--- config.mk ---
export PLATFORM = sky130hd
export DESIGN_NAME = io_stream_driver_flat
export DESIGN_NICKNAME = d
export VERILOG_FILES = /design/src/rtl/io_stream_driver_if.sv /design/src/rtl/io_stream_driver.sv /design/src/flat_wrapper.sv
export SDC_FILE = /design/constraint.sdc
export NUM_CORES = 1
export LEC_CHECK = 0
export ABC_CLOCK_PERIOD_IN_PS = 4200
export CAP_MARGIN = 30
export CELL_PAD_IN_SITES_DETAIL_PLACEMENT = 0
export CELL_PAD_IN_SITES_GLOBAL_PLACEMENT = 2
export CORE_MARGIN = 2
export CORE_UTILIZATION = 43
export CTS_CLUSTER_SIZE = 28
export DETAILED_ROUTE_END_ITERATION = 10
export MAX_ROUTING_LAYER = met4
export PLACE_DENSITY = 0.81
export SLEW_MARGIN = 20
export SYNTH_ARGS = -nofsm -noshare
export SYNTH_HDL_FRONTEND = slang
export SYNTH_SLANG_ARGS = --single-unit
export TNS_END_PERCENT = 5
--- constraint.sdc ---
create_clock -name clk -period 4.2 [get_ports clk]
set_input_delay 0.84 -clock clk [delete_from_list [all_inputs] [get_ports clk]]
set_output_delay 0.84 -clock clk [all_outputs]
set_load 0.03 [all_outputs]
--- src/rtl/io_stream_driver_if.sv ---
// Two-lane valid/ready stream between io_stream_driver (master) and the accelerator (slave).
interface io_stream_driver_if #(
  parameter int IO_DATA_WIDTH = 16
);
  logic [IO_DATA_WIDTH-1:0] a_input;
  logic                     a_valid;
  logic                     a_ready;
  logic [IO_DATA_WIDTH-1:0] b_input;
  logic                     b_valid;
  logic                     b_ready;

  modport master (output a_input, a_valid, b_input, b_valid, input a_ready, b_ready);
  modport slave  (input a_input, a_valid, b_input, b_valid, output a_ready, b_ready);
endinterface

--- src/rtl/io_stream_driver.sv ---
// Job sequencer draining two host-filled FIFOs into the accelerator's a/b stream lanes.
// Optional stall watchdog: define IO_STREAM_DRIVER_TIMEOUT_EN to abort idle jobs with error=1.
module io_stream_driver #(
  parameter int IO_DATA_WIDTH  = 16,
  parameter int FIFO_DEPTH     = 16,
  parameter int CNT_WIDTH      = 32,
  parameter int TIMEOUT_CYCLES = 1024
) (
  input  logic                     clk,
  input  logic                     arst_n_in,
  input  logic [IO_DATA_WIDTH-1:0] host_a_data,
  input  logic [IO_DATA_WIDTH-1:0] host_b_data,
  input  logic                     host_a_push,
  input  logic                     host_b_push,
  output logic                     host_a_full,
  output logic                     host_b_full,
  input  logic                     go,
  input  logic [CNT_WIDTH-1:0]     nb_outputs_expected,
  io_stream_driver_if.master       strm,
  output logic                     start,
  input  logic                     running,
  input  logic                     output_valid,
  output logic                     busy,
  output logic                     done,
  output logic                     error,
  output logic [CNT_WIDTH-1:0]     a_sent_cnt,
  output logic [CNT_WIDTH-1:0]     b_sent_cnt,
  output logic [CNT_WIDTH-1:0]     out_rx_cnt
);
  localparam int                   PTR_W    = $clog2(FIFO_DEPTH);
  localparam logic [PTR_W:0]       FILL_MAX = (PTR_W+1)'(FIFO_DEPTH);
  localparam logic [PTR_W:0]       FILL_ONE = (PTR_W+1)'(1);
  localparam logic [PTR_W-1:0]     PTR_ONE  = PTR_W'(1);
  localparam logic [CNT_WIDTH-1:0] CNT_ONE  = CNT_WIDTH'(1);

  if (FIFO_DEPTH < 2 || (FIFO_DEPTH & (FIFO_DEPTH - 1)) != 0 || TIMEOUT_CYCLES < 1) begin : g_bad_param
    $error("io_stream_driver: FIFO_DEPTH must be a power of 2 >= 2 and TIMEOUT_CYCLES >= 1");
  end

  typedef enum logic [1:0] {IDLE, START, STREAM, DONE} state_t;
  state_t state;

  // Lane 0 is a, lane 1 is b; both lanes share identical FIFO logic.
  logic [IO_DATA_WIDTH-1:0] mem [2][FIFO_DEPTH];
  logic [PTR_W-1:0]         wr_ptr [2];
  logic [PTR_W-1:0]         rd_ptr [2];
  logic [PTR_W:0]           fill [2];
  logic [IO_DATA_WIDTH-1:0] wdata [2];
  logic [IO_DATA_WIDTH-1:0] head [2];
  logic                     push [2];
  logic                     ready [2];
  logic                     nonempty [2];
  logic                     accept [2];
  logic                     pop [2];
  logic                     go_accept, stream_exit, rx_beat, timeout;

  assign wdata[0] = host_a_data;
  assign wdata[1] = host_b_data;
  assign push[0]  = host_a_push;
  assign push[1]  = host_b_push;
  assign ready[0] = strm.a_ready;
  assign ready[1] = strm.b_ready;

  for (genvar i = 0; i < 2; i++) begin : g_lane
    assign nonempty[i] = (fill[i] != '0);
    // Full is judged on the pre-pop fill, so a push into a full FIFO is dropped even if it pops.
    assign accept[i]   = push[i] && (fill[i] != FILL_MAX);
    assign pop[i]      = (state == STREAM) && nonempty[i] && ready[i];
    assign head[i]     = nonempty[i] ? mem[i][rd_ptr[i]] : '0;
  end

  assign host_a_full  = (fill[0] == FILL_MAX);
  assign host_b_full  = (fill[1] == FILL_MAX);
  assign strm.a_valid = (state == STREAM) && nonempty[0];
  assign strm.b_valid = (state == STREAM) && nonempty[1];
  assign strm.a_input = head[0];
  assign strm.b_input = head[1];

  assign go_accept   = (state == IDLE) && go;
  assign stream_exit = (state == STREAM) && (out_rx_cnt == nb_outputs_expected) && !running;
  assign rx_beat     = (state == STREAM) && output_valid && (out_rx_cnt != '1);

  // NOTE: sequential state uses <= so every register samples pre-edge values regardless of block order.
  always_ff @(posedge clk or negedge arst_n_in) begin
    if (!arst_n_in) begin
      state      <= IDLE;
      start      <= 1'b0;
      busy       <= 1'b0;
      done       <= 1'b0;
      a_sent_cnt <= '0;
      b_sent_cnt <= '0;
      out_rx_cnt <= '0;
    end else begin
      start <= 1'b0;
      done  <= 1'b0;
      if (pop[0])  a_sent_cnt <= a_sent_cnt + CNT_ONE;
      if (pop[1])  b_sent_cnt <= b_sent_cnt + CNT_ONE;
      if (rx_beat) out_rx_cnt <= out_rx_cnt + CNT_ONE;
      case (state)
        IDLE: if (go_accept) begin
          state      <= START;
          start      <= 1'b1;
          busy       <= 1'b1;
          a_sent_cnt <= '0;
          b_sent_cnt <= '0;
          out_rx_cnt <= '0;
        end
        START:  state <= STREAM;
        STREAM: if (stream_exit || timeout) begin
          state <= DONE;
          done  <= 1'b1;
        end
        DONE: begin
          state <= IDLE;
          busy  <= 1'b0;
        end
        default: state <= IDLE;
      endcase
    end
  end

  // NOTE: FIFO storage has no reset; fill==0 masks stale words and lets this map onto RAM.
  always_ff @(posedge clk) begin
    for (int i = 0; i < 2; i++)
      if (accept[i]) mem[i][wr_ptr[i]] <= wdata[i];
  end

  always_ff @(posedge clk or negedge arst_n_in) begin
    if (!arst_n_in) begin
      for (int i = 0; i < 2; i++) begin
        wr_ptr[i] <= '0;
        rd_ptr[i] <= '0;
        fill[i]   <= '0;
      end
    end else begin
      for (int i = 0; i < 2; i++) begin
        if (accept[i]) wr_ptr[i] <= wr_ptr[i] + PTR_ONE;
        if (pop[i])    rd_ptr[i] <= rd_ptr[i] + PTR_ONE;
        if (accept[i] && !pop[i])      fill[i] <= fill[i] + FILL_ONE;
        else if (!accept[i] && pop[i]) fill[i] <= fill[i] - FILL_ONE;
      end
    end
  end

`ifdef IO_STREAM_DRIVER_TIMEOUT_EN
  localparam int                IDLE_W    = $clog2(TIMEOUT_CYCLES + 1);
  localparam logic [IDLE_W-1:0] IDLE_LAST = IDLE_W'(TIMEOUT_CYCLES - 1);
  localparam logic [IDLE_W-1:0] IDLE_ONE  = IDLE_W'(1);
  logic [IDLE_W-1:0] idle_cnt;
  logic              activity;

  assign activity = pop[0] || pop[1] || output_valid;
  // Fires on the TIMEOUT_CYCLES-th consecutive idle STREAM cycle.
  assign timeout  = (state == STREAM) && !activity && (idle_cnt == IDLE_LAST);

  always_ff @(posedge clk or negedge arst_n_in) begin
    if (!arst_n_in) begin
      idle_cnt <= '0;
      error    <= 1'b0;
    end else begin
      if (state != STREAM || activity) idle_cnt <= '0;
      else                             idle_cnt <= idle_cnt + IDLE_ONE;
      if (go_accept)                    error <= 1'b0;
      else if (timeout && !stream_exit) error <= 1'b1;
    end
  end
`else
  assign timeout = 1'b0;
  assign error   = 1'b0;
`endif

endmodule
--- src/flat_wrapper.sv ---
// flat-port wrapper written by rule: the top's interface ports become plain ports
module io_stream_driver_flat 
#(
  parameter int IO_DATA_WIDTH  = 16,
  parameter int FIFO_DEPTH     = 16,
  parameter int CNT_WIDTH      = 32,
  parameter int TIMEOUT_CYCLES = 1024
)
  (clk, arst_n_in, host_a_data, host_b_data, host_a_push, host_b_push, host_a_full, host_b_full, go, nb_outputs_expected, start, running, output_valid, busy, done, error, a_sent_cnt, b_sent_cnt, out_rx_cnt, strm_a_input, strm_a_valid, strm_b_input, strm_b_valid, strm_a_ready, strm_b_ready);
  io_stream_driver_if #(.IO_DATA_WIDTH(IO_DATA_WIDTH)) strm_i ();
  input  logic clk;
  input  logic arst_n_in;
  input  logic [IO_DATA_WIDTH-1:0] host_a_data;
  input  logic [IO_DATA_WIDTH-1:0] host_b_data;
  input  logic host_a_push;
  input  logic host_b_push;
  output logic host_a_full;
  output logic host_b_full;
  input  logic go;
  input  logic [CNT_WIDTH-1:0] nb_outputs_expected;
  output logic start;
  input  logic running;
  input  logic output_valid;
  output logic busy;
  output logic done;
  output logic error;
  output logic [CNT_WIDTH-1:0] a_sent_cnt;
  output logic [CNT_WIDTH-1:0] b_sent_cnt;
  output logic [CNT_WIDTH-1:0] out_rx_cnt;
  output wire logic [$bits(strm_i.a_input)-1:0] strm_a_input;
  output wire logic [$bits(strm_i.a_valid)-1:0] strm_a_valid;
  output wire logic [$bits(strm_i.b_input)-1:0] strm_b_input;
  output wire logic [$bits(strm_i.b_valid)-1:0] strm_b_valid;
  input wire logic [$bits(strm_i.a_ready)-1:0] strm_a_ready;
  input wire logic [$bits(strm_i.b_ready)-1:0] strm_b_ready;
  assign strm_a_input = strm_i.a_input;
  assign strm_a_valid = strm_i.a_valid;
  assign strm_b_input = strm_i.b_input;
  assign strm_b_valid = strm_i.b_valid;
  assign strm_i.a_ready = strm_a_ready;
  assign strm_i.b_ready = strm_b_ready;
  io_stream_driver #(.IO_DATA_WIDTH(IO_DATA_WIDTH), .FIFO_DEPTH(FIFO_DEPTH), .CNT_WIDTH(CNT_WIDTH), .TIMEOUT_CYCLES(TIMEOUT_CYCLES)) u_core (.clk(clk), .arst_n_in(arst_n_in), .host_a_data(host_a_data), .host_b_data(host_b_data), .host_a_push(host_a_push), .host_b_push(host_b_push), .host_a_full(host_a_full), .host_b_full(host_b_full), .go(go), .nb_outputs_expected(nb_outputs_expected), .strm(strm_i), .start(start), .running(running), .output_valid(output_valid), .busy(busy), .done(done), .error(error), .a_sent_cnt(a_sent_cnt), .b_sent_cnt(b_sent_cnt), .out_rx_cnt(out_rx_cnt));
endmodule
### After elaboration in Yosys (flattened, before gate mapping)

Memories as Yosys holds them, arrays and structs flattened.
Cells that the tools add are included.
W data, S select, Z words.

* flip-flop bits (word level): 127
* RAM bits: 512
* input port bits: 73
* output and inout bits: 136
* logic and storage cells: 114
* memories: 1

* add/sub/neg operators: 11
* magnitude comparators: 6
* equality and inequality tests: 11
* muxes and demuxes: 38
* bitwise logic cells: 4
* reductions and logical operators: 30

Memory list
* u_core.mem: words 2, bits a word 256, rd ports 2, clocked after Yosys merged registers in 0, write ports 2, RTL line io_stream_driver.sv:44 `logic [IO_DATA_WIDTH-1:0] mem [2][FIFO_DEPTH];`

Operators by type and width (count)
* $mux W256: 2
* $mux W32: 9
* $bmux W16 S4: 2
* $demux W16 S4: 2
* $mux W16: 8
* $add A32 B1 Y32 const B: 3
* $eq A32 B32 Y1: 1
* $ne A32 B32 Y1 const B: 1
* $ge A5 B5 Y1 const B: 4
* $mux W5: 4
* $not A4 Y5: 4
* $logic_and A1 B1 Y1: 17
* $add A4 B1 Y4 const B: 4
* $add A5 B1 Y5 const B: 2
* $eq A5 B5 Y1 const B: 2
* $lt A5 B1 Y1 const B: 2
* $ne A5 B5 Y1 const B: 2
* $reduce_bool A5 Y1: 2
* $sub A5 B1 Y5 const B: 2
* $pmux W2 S4: 1
* $mux W1: 7
* $reduce_bool A2 Y1: 3
* $logic_not A1 Y1: 5
* $eq A2 B2 Y1 const B: 2
* other kinds (6): 9

### Logic depth before layout (Yosys ltp)

Gate-level depths: netlist (run 1).

* depth after elaboration: 6
* depth in mapped cells: 15
* depth with buffers taken out: 13

### Worst setup path before layout (run 1)

OpenSTA, ideal clock, no wires.

* path type: reg2reg
* from: register u_core.fill[6] (netlist bit)
* to: register u_core.fill[9] (netlist bit)
* library setup time: 0.080 ns
* arrival time: 3.253 ns
* data required time: 4.120 ns
* setup slack: 0.867 ns
* stages on the path, launching flop included: 14
* path buffers: 2
* clock period less this slack: 3.333 ns
* cell sequence: dfrtp_1 -> or4_1 -> clkbuf_1 -> nor2_1 -> nor2b_1 -> clkbuf_1 -> ha_1 -> inv_1 -> ha_1 -> nor2b_1 -> o21a_1 -> or3_1 -> a21oi_1 -> xnor2_1

RTL lines
* from (decl): RTL line io_stream_driver.sv:47 `logic [PTR_W:0] fill [2];`
* from (signal, indexed assignment): RTL line io_stream_driver.sv:139 `if (accept[i] && !pop[i]) fill[i] <= fill[i] + FILL_ONE;`
* from (signal, indexed assignment): RTL line io_stream_driver.sv:140 `else if (!accept[i] && pop[i]) fill[i] <= fill[i] - FILL_ONE;`

### Worst setup path in the final report (run 1)

* from: register u_core.rd_ptr[1] (netlist bit)
* to: output port strm_b_input[12]

* cells in the longest elaborated chain, start to end: 5

RTL lines
* from (decl): RTL line io_stream_driver.sv:46 `logic [PTR_W-1:0] rd_ptr [2];`
* from (signal, indexed assignment): RTL line io_stream_driver.sv:138 `if (pop[i]) rd_ptr[i] <= rd_ptr[i] + PTR_ONE;`
* $not A4 Y5 (implied by the code): RTL line io_stream_driver.sv:69 `assign head[i] = nonempty[i] ? mem[i][rd_ptr[i]] : '0;`
* $bmux W16 S4: RTL line io_stream_driver.sv:69
* $mux W16 (implied by the code) (2 in a row): RTL line io_stream_driver.sv:69
* $mux W16: RTL line io_stream_driver.sv:69
* to (decl): RTL line flat_wrapper.sv:32 `output wire logic [$bits(strm_i.b_input)-1:0] strm_b_input;`

Every way passes these cells. The select of a mux whose other input is x is not followed.

==> results.cfg, run 1 <==
[setup_path]
rrSetupSlack_ns = 0.90
worst-r2r-cell-count = 13
worstPathMaxFanout = 20
worst_ep_arrival_time_ns = 3.20
critPathRequiredTime_ns = 3.36
worstSetupStartpoint = u_core.rd_ptr[1]
crit_path_end = strm_b_input[12]
critPathKind = reg2out
crit_path_start_kind = register
r2r-end = u_core.fill[9]
critPathCaptureType = output port
r2r_start = u_core.state[0]

[drt]
drc = 0
wl_um = 64600
num_vias = 15300
via_per_inst = 5.60
wl_per_cell_um = 23.6
first_pass_iters = 5
drtIter0Drc = 1214
postRouteAntennaNets = 0

[layout]
finalInstanceArea_um2 = 32600
syn2layout_area_growth_pct = 21.9
finish.net_count = 1948
drive_gt1_share_pct = 19.0
stdcell_count = 2739

[clocking]
root_buffer = clkbuf_16
clk_latency_ns = 0.60
cts_hold_buf = 0
clock_path_buffers = 3
h-tree-depth = 3
cts_buffers = 69
clkTransAtPathRegs_ns = 0.05
cts_sinks = 639
tritoncts = yes

[power_and_ir_drop]
powerDensity_nw_per_um2 = 642
power.static_leakage_nw = 11.1
ir_worst_vdd_uv = 562
power_w = 0.0209

[sta]
setup_viol = 0
max_freq_mhz = 248
fin_crit_sh_pct = 96.1
finalHoldViolations = 0
tightest_slew_ns = 0.937
fin_setup_tns_ns = 0
rsz0062_at_grt = false
slew_viol_final = 0
hold_ws_ns = 0.241
fin_crit_ns = 4.04
fin_skew_ns = 0.0206
slew-limit-headroom_pct = 37.3

[yosys]
yosys.cell_types.count = 54
synth_top_family_by_area = multiplexers
synthTopCellsByCount = 512 x edfxtp_1, 160 x mux4_2, 127 x dfrtp_1
synth_fp_nets = 1670
synthFlopType = edfxtp_1
postSynthCellCount = 1569
yosysTopAreaCell = edfxtp_1
synth_adder_area_share_pct = 1.37
synth_area_leaders = edfxtp_1 57%, mux4_2 13%, dfrtp_1 12%, xnor2_1 2.2%, nor2_1 1.2%
synth-compound-area-share_pct = 2.80
yosys.area_share.simple_pct = 8.19
syn_area_per_cell_um2 = 17.1
synth-edff-count = 512
synth.most_common_cell = edfxtp_1
ys_seq_area_share_pct = 69.3
yosysTopAreaCellShare_pct = 57.5
synthXorXnorAreaFrac_pct = 3.21
async_reset_ff_share_pct = 19.9
synth_area_um2 = 26800
synth_warnings = 0
synthMuxAreaShare_pct = 13.5
synth-seq-cells = 639

[worst_hold_path]
hold_path_class = in2async

[floorplan]
dieArea_um2 = 64200
die_width_um = 253
die_h_um = 253
initial_core_util_pct = 43.4
design.core.area_um2 = 61600
io_pins = 209
rows = 91

[placement]
place_inst = 2608
postPlaceCellArea_um2 = 30300
io_buffers = 207
hpwl_um = 39100
gp_congestion = 0.817

[global_routing]
grt_pass1_vias = 15500
gr-total-overflow = 0
grt_first_pass_wirelength_um = 97100
grt_max_degree = 72
antenna_found_initial = 1
grt.total_usage_pct = 21.0

[outcome]
outcome = finished, final reports clean

[run]
maxCapViolCount = 0
-- where the power goes --
group	total [W]	switching, W	internal [W]
Combinational	0.00662	0.00341	0.00320
Sequential	0.00813	0.000553	0.00758
Clock	0.00618	0.00251	0.00367
Total	0.0209	0.00648	0.0144
-- repair_timing --
action,4_1_cts,5_1_grt
resized for setup,2,0
pin swaps,0,0
buffers inserted,3,1
endpoints found under the setup margin,28,5
-- cells in the final DEF, fill, tap and decap left out, types with 3 or more instances in the layout --
| cell | count |
|---|---|
| nor3_1 | 13 |
| dfrtp_1 | 123 |
| o31ai_1 | 14 |
| xor2_1 | 30 |
| and3_1 | 12 |
| nand4_1 | 25 |
| buf_4 | 61 |
| and4_1 | 11 |
| nor2b_1 | 37 |
| inv_16 | 3 |
| ha_1 | 26 |
| o21ai_0 | 35 |
| nor3_2 | 8 |
| nand2b_1 | 5 |
| xnor2_1 | 68 |
| nor2_2 | 13 |
| inv_1 | 31 |
| clkinv_2 | 9 |
| or4_1 | 26 |
| clkdlybuf4s50_1 | 204 |
| and2_1 | 6 |
| nand3_1 | 39 |
| clkbuf_16 | 69 |
| o21a_1 | 7 |
| nor4_1 | 23 |
| bufinv_16 | 9 |
| nor2_1 | 75 |
| mux4_2 | 160 |
| o211ai_1 | 11 |
| buf_12 | 8 |
| clkbuf_1 | 14 |
| nand2_1 | 77 |
| or3_1 | 28 |
| clkbuf_8 | 3 |
| clkinv_1 | 15 |
| edfxtp_1 | 512 |
| a21oi_1 | 45 |
-- worst max-delay path, stage by stage, from the launching register on --
cell and delay [ns]:
dfrtp_2 0.62, buf_4 0.38, mux4_2 0.36, mux4_2 0.50
nor2b_1 0.15, clkdlybuf4s50_1 0.60
-- cell families after synthesis --
kind of cell / count (synthesis)
buffers and inverters: 104
xor gates and xnor gates: 98
and+or+nand+nor: 412
DFF: 639
AOI/OAI and AO/OA: 125
muxes: 162
adders and majority gates: 28
other: 1
-- worst min-delay path by stage --
stage	slack, ns	endpoint	startpoint
detailed placement	0.53	u_core.fill[5]	u_core.fill[5]
CTS	0.27	u_core.a_sent_cnt[26]	arst_n_in
global route	0.29	u_core.b_sent_cnt[23]	arst_n_in
finish	0.24	u_core.b_sent_cnt[23]	arst_n_in
global placement	0.51	u_core.fill[8]	u_core.fill[8]
floorplan	0.47	u_core.fill[8]	u_core.fill[8]
-- sequential cells by signal, indices dropped and copies added, names as in the netlist --
signal / count
u_core.mem: 512
u_core.a_sent_cnt: 32
u_core.b_sent_cnt: 32
u_core.out_rx_cnt: 32
u_core.fill: 10
u_core.rd_ptr: 8
u_core.wr_ptr: 8
u_core.state: 2
u_core.busy: 1
u_core.done: 1
u_core.start: 1
-- through the flow --
step           utilization, %  setup slack (ns)
2_1_floorplan               -             0.867
3_3_place_gp             49.1             0.477
3_5_place_dp             49.1             0.415
4_1_cts                  52.9           0.00375
5_1_grt                  52.9            0.0605
6_report                 52.9             0.162
-- metal layers --
metal  wire [um]  track usage, %  vias up
li1            -               -     6757
met1       28200            28.8     7994
met4        1190            5.90        0
met2       31000            32.5      498
met3        4160            3.56       83
met5           0               -        -
-- area by class of cell --
class,count,area (um2)
Clock inverter,39,478
Tap cell,837,1050
Antenna cell,1,2.50
Multi-Input combinational cell,826,7860
Fill cell,4944,29000
Clock buffer,86,1820
Sequential cell,639,18600
Timing Repair Buffer,278,2720
Inverter,33,124
Note: power is estimated with default switching activity, not from simulation.
==> run 2, diff against run 1 <==
--- a/config.mk
+++ b/config.mk
@@ -13,6 +13,7 @@
 export CORE_UTILIZATION = 43
 export CTS_CLUSTER_SIZE = 28
 export DETAILED_ROUTE_END_ITERATION = 10
+export GPL_ROUTABILITY_DRIVEN = 0
 export MAX_ROUTING_LAYER = met4
 export PLACE_DENSITY = 0.81
 export SLEW_MARGIN = 20
==> results of run 2 <==
No change in the layout: final DEF, timing and power equal those of run 1.
